--- src/rtl/ula_pkg.sv ---
// rtl/ula_pkg.sv - shared ULA select codes, op classes, funct codes and muldiv FSM states
package ula_pkg;

  // ULA select codes driven onto operation
  localparam logic [3:0] SEL_AND   = 4'b0000;
  localparam logic [3:0] SEL_OR    = 4'b0001;
  localparam logic [3:0] SEL_ADD   = 4'b0010;
  localparam logic [3:0] SEL_SLL   = 4'b0011;
  localparam logic [3:0] SEL_SRA   = 4'b0100;
  localparam logic [3:0] SEL_SRL   = 4'b0101;
  localparam logic [3:0] SEL_SUB   = 4'b0110;
  localparam logic [3:0] SEL_SLT   = 4'b0111;
  localparam logic [3:0] SEL_LUI   = 4'b1000;
  localparam logic [3:0] SEL_SRAV  = 4'b1010;
  localparam logic [3:0] SEL_CMPNE = 4'b1011;
  localparam logic [3:0] SEL_NOR   = 4'b1100;
  localparam logic [3:0] SEL_XOR   = 4'b1101;
  localparam logic [3:0] SEL_SLLV  = 4'b1110;
  localparam logic [3:0] SEL_SRLV  = 4'b1111;

  // main-control op classes
  localparam logic [3:0] OP_ADD   = 4'b0000;
  localparam logic [3:0] OP_SUB   = 4'b0001;
  localparam logic [3:0] OP_RTYPE = 4'b0010;
  localparam logic [3:0] OP_SLT   = 4'b0011;
  localparam logic [3:0] OP_AND   = 4'b0100;
  localparam logic [3:0] OP_OR    = 4'b0101;
  localparam logic [3:0] OP_XOR   = 4'b0110;
  localparam logic [3:0] OP_CMPNE = 4'b0111;
  localparam logic [3:0] OP_LUI   = 4'b1000;

  // R-type funct codes
  localparam logic [5:0] F_SLL   = 6'b000000;
  localparam logic [5:0] F_SRL   = 6'b000010;
  localparam logic [5:0] F_SRA   = 6'b000011;
  localparam logic [5:0] F_SLLV  = 6'b000100;
  localparam logic [5:0] F_SRLV  = 6'b000110;
  localparam logic [5:0] F_SRAV  = 6'b000111;
  localparam logic [5:0] F_MFHI  = 6'b010000;
  localparam logic [5:0] F_MTHI  = 6'b010001;
  localparam logic [5:0] F_MFLO  = 6'b010010;
  localparam logic [5:0] F_MTLO  = 6'b010011;
  localparam logic [5:0] F_MULT  = 6'b011000;
  localparam logic [5:0] F_MULTU = 6'b011001;
  localparam logic [5:0] F_DIV   = 6'b011010;
  localparam logic [5:0] F_DIVU  = 6'b011011;
  localparam logic [5:0] F_ADD   = 6'b100000;
  localparam logic [5:0] F_SUB   = 6'b100010;
  localparam logic [5:0] F_AND   = 6'b100100;
  localparam logic [5:0] F_OR    = 6'b100101;
  localparam logic [5:0] F_XOR   = 6'b100110;
  localparam logic [5:0] F_NOR   = 6'b100111;
  localparam logic [5:0] F_SLT   = 6'b101010;
  localparam logic [5:0] F_SLTU  = 6'b101011;

  typedef enum logic [1:0] {
    ST_IDLE = 2'd0,
    ST_RUN  = 2'd1,
    ST_FIX  = 2'd2
  } md_state_e;

  // true for the eight funct codes owned by the HI/LO unit
  function automatic logic is_muldiv_func(input logic [5:0] f);
    return (f inside {F_MFHI, F_MTHI, F_MFLO, F_MTLO, F_MULT, F_MULTU, F_DIV, F_DIVU});
  endfunction

endpackage

--- src/rtl/ula_op_decode.sv ---
// rtl/ula_op_decode.sv - combinational ula_operation/func to ULA select table
module ula_op_decode
  import ula_pkg::*;
(
  input  logic [3:0] ula_operation_i,
  input  logic [5:0] func_i,
  output logic [3:0] operation_o
);

  // op class picks the select directly; R-type defers to funct; muldiv functs fall to AND
  always_comb begin
    operation_o = SEL_AND;
    case (ula_operation_i)
      OP_ADD:   operation_o = SEL_ADD;
      OP_SUB:   operation_o = SEL_SUB;
      OP_SLT:   operation_o = SEL_SLT;
      OP_LUI:   operation_o = SEL_LUI;
      OP_AND:   operation_o = SEL_AND;
      OP_OR:    operation_o = SEL_OR;
      OP_XOR:   operation_o = SEL_XOR;
      OP_CMPNE: operation_o = SEL_CMPNE;
      OP_RTYPE: begin
        case (func_i)
          F_SLLV:         operation_o = SEL_SLLV;
          F_SRLV:         operation_o = SEL_SRLV;
          F_SRAV:         operation_o = SEL_SRAV;
          F_SRA:          operation_o = SEL_SRA;
          F_SRL:          operation_o = SEL_SRL;
          F_SLL:          operation_o = SEL_SLL;
          F_ADD:          operation_o = SEL_ADD;
          F_SUB:          operation_o = SEL_SUB;
          F_AND:          operation_o = SEL_AND;
          F_OR:           operation_o = SEL_OR;
          F_XOR:          operation_o = SEL_XOR;
          F_NOR:          operation_o = SEL_NOR;
          F_SLT, F_SLTU:  operation_o = SEL_SLT;
          default:        operation_o = SEL_AND;
        endcase
      end
      default:  operation_o = SEL_AND;
    endcase
  end

endmodule

--- src/rtl/ula_muldiv_unit.sv ---
// rtl/ula_muldiv_unit.sv - ULA select decode plus multi-cycle MULT/DIV engine with HI/LO
module ula_muldiv_unit
  import ula_pkg::*;
#(
  parameter int WIDTH = 32
) (
  input  logic             clock,
  input  logic             reset,
  input  logic             start,
  input  logic [3:0]       ula_operation,
  input  logic [5:0]       func,
  input  logic [WIDTH-1:0] a,
  input  logic [WIDTH-1:0] b,
  output logic [3:0]       operation,
  output logic [WIDTH-1:0] result,
  output logic [WIDTH-1:0] hi,
  output logic [WIDTH-1:0] lo,
  output logic             busy,
  output logic             done,
  output logic             div_zero,
  output logic             stall
);

  localparam int CW = $clog2(WIDTH);
  localparam int W2 = 2 * WIDTH;

  md_state_e        state_q, state_d;
  logic [CW-1:0]    counter_q;
  logic [W2-1:0]    acc_q;      // mul: running product; div: {remainder, dividend/quotient}
  logic [W2-1:0]    mcd_q;      // mul: multiplicand shifted left each step; div: divisor in low half
  logic [WIDTH-1:0] mpl_q;      // mul: multiplier shifted right each step
  logic [WIDTH-1:0] hi_q, lo_q;
  logic             is_div_q, neg_q, neg_rem_q, dz_q;

  logic             md_func, accept, start_eng, signed_op, is_div_f, a_neg, b_neg;
  logic [WIDTH-1:0] a_mag, b_mag;
  logic [WIDTH:0]   div_tmp, div_diff;
  logic [W2-1:0]    acc_step, prod_fix;
  logic [WIDTH-1:0] quo, rem, hi_fix, lo_fix;

  ula_op_decode u_decode (
    .ula_operation_i (ula_operation),
    .func_i          (func),
    .operation_o     (operation)
  );

  assign md_func   = (ula_operation == OP_RTYPE) && is_muldiv_func(func);
  assign busy      = (state_q != ST_IDLE);
  assign done      = (state_q == ST_FIX);
  assign div_zero  = done & dz_q;
  assign accept    = start & md_func & ~busy;
  assign stall     = start & md_func & busy;
  assign start_eng = accept && (func inside {F_MULT, F_MULTU, F_DIV, F_DIVU});
  assign hi        = hi_q;
  assign lo        = lo_q;

  // within the MULT/DIV group bit0 marks the unsigned form and bit1 marks divide
  assign signed_op = ~func[0];
  assign is_div_f  = func[1];
  assign a_neg     = signed_op & a[WIDTH-1];
  assign b_neg     = signed_op & b[WIDTH-1];
  assign a_mag     = a_neg ? -a : a;
  assign b_mag     = b_neg ? -b : b;

  // MFHI/MFLO read straight from the registers in the accepting cycle
  always_comb begin
    result = '0;
    if (accept && func == F_MFHI) result = hi_q;
    else if (accept && func == F_MFLO) result = lo_q;
  end

  // one iteration: shift-add for multiply, restoring shift-subtract for divide
  always_comb begin
    div_tmp  = {acc_q[W2-1:WIDTH], acc_q[WIDTH-1]};
    div_diff = div_tmp - {1'b0, mcd_q[WIDTH-1:0]};
    acc_step = acc_q + (mpl_q[0] ? mcd_q : '0);
    if (is_div_q) begin
      if (div_diff[WIDTH]) acc_step = {div_tmp[WIDTH-1:0], acc_q[WIDTH-2:0], 1'b0};
      else                 acc_step = {div_diff[WIDTH-1:0], acc_q[WIDTH-2:0], 1'b1};
    end
  end

  // sign fixup; a zero divisor leaves rem=|a| so the signed remainder fixup restores a
  always_comb begin
    quo      = acc_q[WIDTH-1:0];
    rem      = acc_q[W2-1:WIDTH];
    prod_fix = neg_q ? -acc_q : acc_q;
    hi_fix   = prod_fix[W2-1:WIDTH];
    lo_fix   = prod_fix[WIDTH-1:0];
    if (is_div_q) begin
      hi_fix = neg_rem_q ? -rem : rem;
      lo_fix = dz_q ? '1 : (neg_q ? -quo : quo);
    end
  end

  // FSM state register
  always_ff @(posedge clock or posedge reset) begin
    if (reset) state_q <= ST_IDLE;
    else       state_q <= state_d;
  end

  // FSM next state: WIDTH RUN steps then one FIX cycle
  always_comb begin
    state_d = state_q;
    case (state_q)
      ST_IDLE: if (start_eng) state_d = ST_RUN;
      ST_RUN:  if (counter_q == '0) state_d = ST_FIX;
      ST_FIX:  state_d = ST_IDLE;
      default: state_d = ST_IDLE;
    endcase
  end

  // datapath: operand latch, iteration, HI/LO write-back and MTHI/MTLO
  always_ff @(posedge clock or posedge reset) begin
    if (reset) begin
      counter_q <= '0;
      acc_q     <= '0;
      mcd_q     <= '0;
      mpl_q     <= '0;
      hi_q      <= '0;
      lo_q      <= '0;
      is_div_q  <= 1'b0;
      neg_q     <= 1'b0;
      neg_rem_q <= 1'b0;
      dz_q      <= 1'b0;
    end else begin
      case (state_q)
        ST_IDLE: begin
          if (accept && func == F_MTHI) hi_q <= a;
          if (accept && func == F_MTLO) lo_q <= a;
          if (start_eng) begin
            counter_q <= CW'(WIDTH - 1);
            is_div_q  <= is_div_f;
            neg_q     <= a_neg ^ b_neg;
            neg_rem_q <= a_neg;
            dz_q      <= is_div_f && (b == '0);
            mpl_q     <= b_mag;
            if (is_div_f) begin
              acc_q <= {{WIDTH{1'b0}}, a_mag};
              mcd_q <= {{WIDTH{1'b0}}, b_mag};
            end else begin
              acc_q <= '0;
              mcd_q <= {{WIDTH{1'b0}}, a_mag};
            end
          end
        end
        ST_RUN: begin
          acc_q <= acc_step;
          mpl_q <= mpl_q >> 1;
          if (!is_div_q) mcd_q <= mcd_q << 1;
          if (counter_q != '0) counter_q <= counter_q - 1'b1;
        end
        ST_FIX: begin
          hi_q <= hi_fix;
          lo_q <= lo_fix;
        end
        default: ;
      endcase
    end
  end

endmodule

--- config.mk ---
export PLATFORM = sky130hd
export DESIGN_NAME = ula_muldiv_unit
export DESIGN_NICKNAME = d
export VERILOG_FILES = /design/src/rtl/ula_pkg.sv /design/src/rtl/ula_op_decode.sv /design/src/rtl/ula_muldiv_unit.sv
export SDC_FILE = /design/constraint.sdc
export NUM_CORES = 1
export LEC_CHECK = 0
export CORE_MARGIN = 2
export CORE_UTILIZATION = 55
export DETAILED_ROUTE_END_ITERATION = 8
export GPL_TIMING_DRIVEN = 0
export HOLD_SLACK_MARGIN = 0.03
export PLACE_DENSITY = 0.87
export SLEW_MARGIN = 0
export SYNTH_ARGS = -nofsm -noshare
export SYNTH_HDL_FRONTEND = slang
export SYNTH_SLANG_ARGS = --single-unit
--- constraint.sdc ---
create_clock -name clock -period 10 [get_ports clock]
set_clock_uncertainty 0.15 [all_clocks]
set_input_delay 1.5 -clock clock [delete_from_list [all_inputs] [get_ports clock]]
set_output_delay 1.5 -clock clock [all_outputs]
set_load 0.005 [all_outputs]
==> reports/results.ini <==
[worst_hold_path]
hold_path_depth = 2
worstHoldEndpoint = mcd_q[42]
min_path_type = flip-flop to flip-flop
hp-start = mcd_q[41]

[worst_setup_path]
r2r-end = acc_q[60]
cp-start-kind = primary input
critPathMaxFanout = 12
r2r_cells = 15
crit_arrival_ns = 5.61
r2r_setup_slack_ns = 4.78
path_class = primary input to output port
rr_startpoint = mpl_q[0]
crit_path_end_kind = output port
required_ns = 8.35

[grt]
antenna_found_initial = 3
grt_pass1_wl_um = 132000
track_usage_pct = 45.7
grt_max_degree = 124
grt_overflow = 0
grt_pass1_vias = 21365

[synth]
yosysMostFrequentCell = nand2_1
synth_area_sq_um = 20300
netlist_instances = 2533
synth-seq-cells = 235
ys_types = 97
synth_edf_count = 0
ys_top_cells_by_count = nand2_1 (321), a21oi_1 (236), dfrtp_1 (235), o21ai_0 (156), nor2_1 (144)
ys_seq_area_share_pct = 29.0
yosys.area.top_type_share_pct = 29.0
yosys_most_used_dff = dfrtp_1
yosys_warnings = 0
ys_top_cells_by_area = dfrtp_1 (29%), ha_1 (6.5%), nand2_1 (5.9%)
synthArstFlopShare_pct = 100
yosys.area.top_type = dfrtp_1
syn-num-nets = 2718
syn_area_per_cell_sq_um = 8.00

[timing]
fin_setup_tns_ns = 0
drv_slew = 0
fmax_mhz = 138
setup_violations = 0
slew_headroom_pct = 19.7
fin_ws_ns = 2.74
hold_violations = 0
hold_ws_ns = 0.354
rsz0062_at_grt = false
fin_crit_sh_pct = 72.6
worst_pin_slew_ns = 1.20
fin_crit_ns = 7.26

[placement]
place.port_buffers = 175
dp_cells = 3177
dp_hpwl_um = 70100
pre_cts_ws_ns = 2.76
gp_congestion = 1.07

[die]
rows = 70
io_pins = 181
start_util_pct = 55.6
die_area_sq_um = 38400
core_region_area_sq_um = 36400
die_w_um = 196
fp.dieH_um = 196

[routing]
wirelength_um = 89300
drt-pass1-iter-count = 9
drt-initial-drc-count = 3121
vias_per_cell = 6.94
wl_per_cell_um = 27.7
drc = 0
num_vias = 22412
detail-route-antenna-nets = 0

[finish]
layout-drive-gt1-share_pct = 4.38
fill_cells = 3092
nets = 2925
stdcell_count = 3229
area_delta_synth_final_pct = 16.5

[run_status]
status = finished clean

[clock_network]
cts.sinks = 235
cts_setup_buffers = 0
path_clk_slew_ns = 0.06
cts_made_buffers = 29
cts_resized = 0
cts_max_path_buffers = 3
tritoncts = done
cts_root_buffer = clkbuf_16
clkLatencyLatePin_ns = 0.59
h-tree-depth = 1
holdBufCountCts = 0

[job]
cap_violations = 0

[power]
powerDensity_nw_per_um2 = 219
leakage_nw = 9.80
vdd_drop_max_v = 0.000153

[critical path: stages]
cell	delay [ns]
clkdlybuf4s50_1	0.53
clkbuf_1	0.37
clkinv_1	0.57
ha_1	0.41
or4_1	0.52
nand4b_1	0.16
nor3_1	0.10
and2_1	0.19
clkbuf_1	0.20
clkbuf_1	0.29
a22o_1	0.32
clkdlybuf4s50_1	0.45
[cells in the final DEF (no fill, tap or decap), types with 19 or more instances in the layout]
master | Yosys | routed
nand2_1 | 321 | 321
a21oi_1 | 236 | 236
dfrtp_1 | 235 | 235
clkdlybuf4s50_1 | 0 | 175
o21ai_0 | 156 | 156
nor2_1 | 144 | 144
clkbuf_1 | 131 | 137
xnor2_1 | 115 | 115
ha_1 | 106 | 106
xor2_1 | 91 | 91
a211oi_1 | 91 | 91
inv_1 | 89 | 88
and2_1 | 77 | 77
o21ai_1 | 52 | 52
nor3_1 | 39 | 39
mux2i_1 | 39 | 39
a22o_1 | 37 | 37
nor2b_1 | 36 | 36
a21o_1 | 35 | 35
nand3_1 | 35 | 35
a22oi_1 | 35 | 35
a32oi_1 | 33 | 33
a31oi_1 | 30 | 30
nand4_1 | 29 | 29
clkbuf_16 | 0 | 29
a221oi_1 | 27 | 27
o31ai_1 | 24 | 24
nand2b_1 | 21 | 21
o211ai_1 | 19 | 19
[sequential cells by signal, summed over array words and instances (netlist names)]
register	flops
acc_q	64
mcd_q	64
hi	32
lo	32
mpl_q	32
counter_q	5
state_q	2
dz_q	1
is_div_q	1
neg_q	1
neg_rem_q	1
[report_power, final]
part	switching (mW)	leakage, nW	internal (mW)
logic	1.36	6.66	0.989
registers	0.532	2.66	1.19
clock network	0.448	0.479	0.651
total	2.34	9.80	2.83
[per-stage QoR]
stage | utilization [%] | power, mW | cell area, sq um
2_1_floorplan | - | 2.92 | 20300
3_3_place_gp | 62.0 | 3.88 | 22600
3_5_place_dp | 62.1 | 3.94 | 22600
4_1_cts | 64.7 | 5.03 | 23600
5_1_grt | 64.7 | 5.35 | 23600
6_report | 64.8 | 5.17 | 23600
[worst max path at each step]
| stage | from | to | slack [ns] | cells past startpoint |
|---|---|---|---|---|
| global route | func[1] | result[9] | 2.56 | 12 |
| CTS | func[1] | result[9] | 2.75 | 12 |
| finish | func[1] | result[9] | 2.74 | 12 |
| global placement | reset | lo[1] | -1.09 | 2 |
| detailed placement | func[1] | result[9] | 2.76 | 12 |
| floorplan | reset | acc_q[0] | 1.90 | 1 |
[area by class of cell]
| type | count | area, sq um | area share, % |
|---|---|---|---|
| clock buffer | 41 | 831 | 3.52 |
| buffer | 165 | 666 | 2.82 |
| timing repair buffer | 176 | 1780 | 7.54 |
| tap | 468 | 586 | 2.48 |
| antenna | 1 | 2.50 | 0.0106 |
| multi-input combinational | 2041 | 13400 | 56.6 |
| inverter | 92 | 353 | 1.50 |
| clock inverter | 10 | 133 | 0.562 |
| sequential | 235 | 5880 | 24.9 |
[metal layers]
metal  track usage, %  vias up  share of wire (%)
li1                 -     9666                  -
met1             55.3    10477                 36
met2             70.2     1777                 42
met3             11.2      490                 12
met4             35.4        2                9.7
met5                0        -              0.015
[cell families (layout without fill, tap and decap cells)]
group,after synthesis,in the layout,share of synthesized area [%]
flip-flops,235,235,29.0
other,0,1,0
adder cells (fa/ha/maj),108,108,6.75
AND/OR/NAND/NOR,791,791,19.0
buffers and inverters,257,484,4.99
multiplexers,48,48,2.43
XOR/XNOR,207,207,8.99
AO/OA/AOI/OAI,887,887,28.8
(Power assumes the default switching activity.)
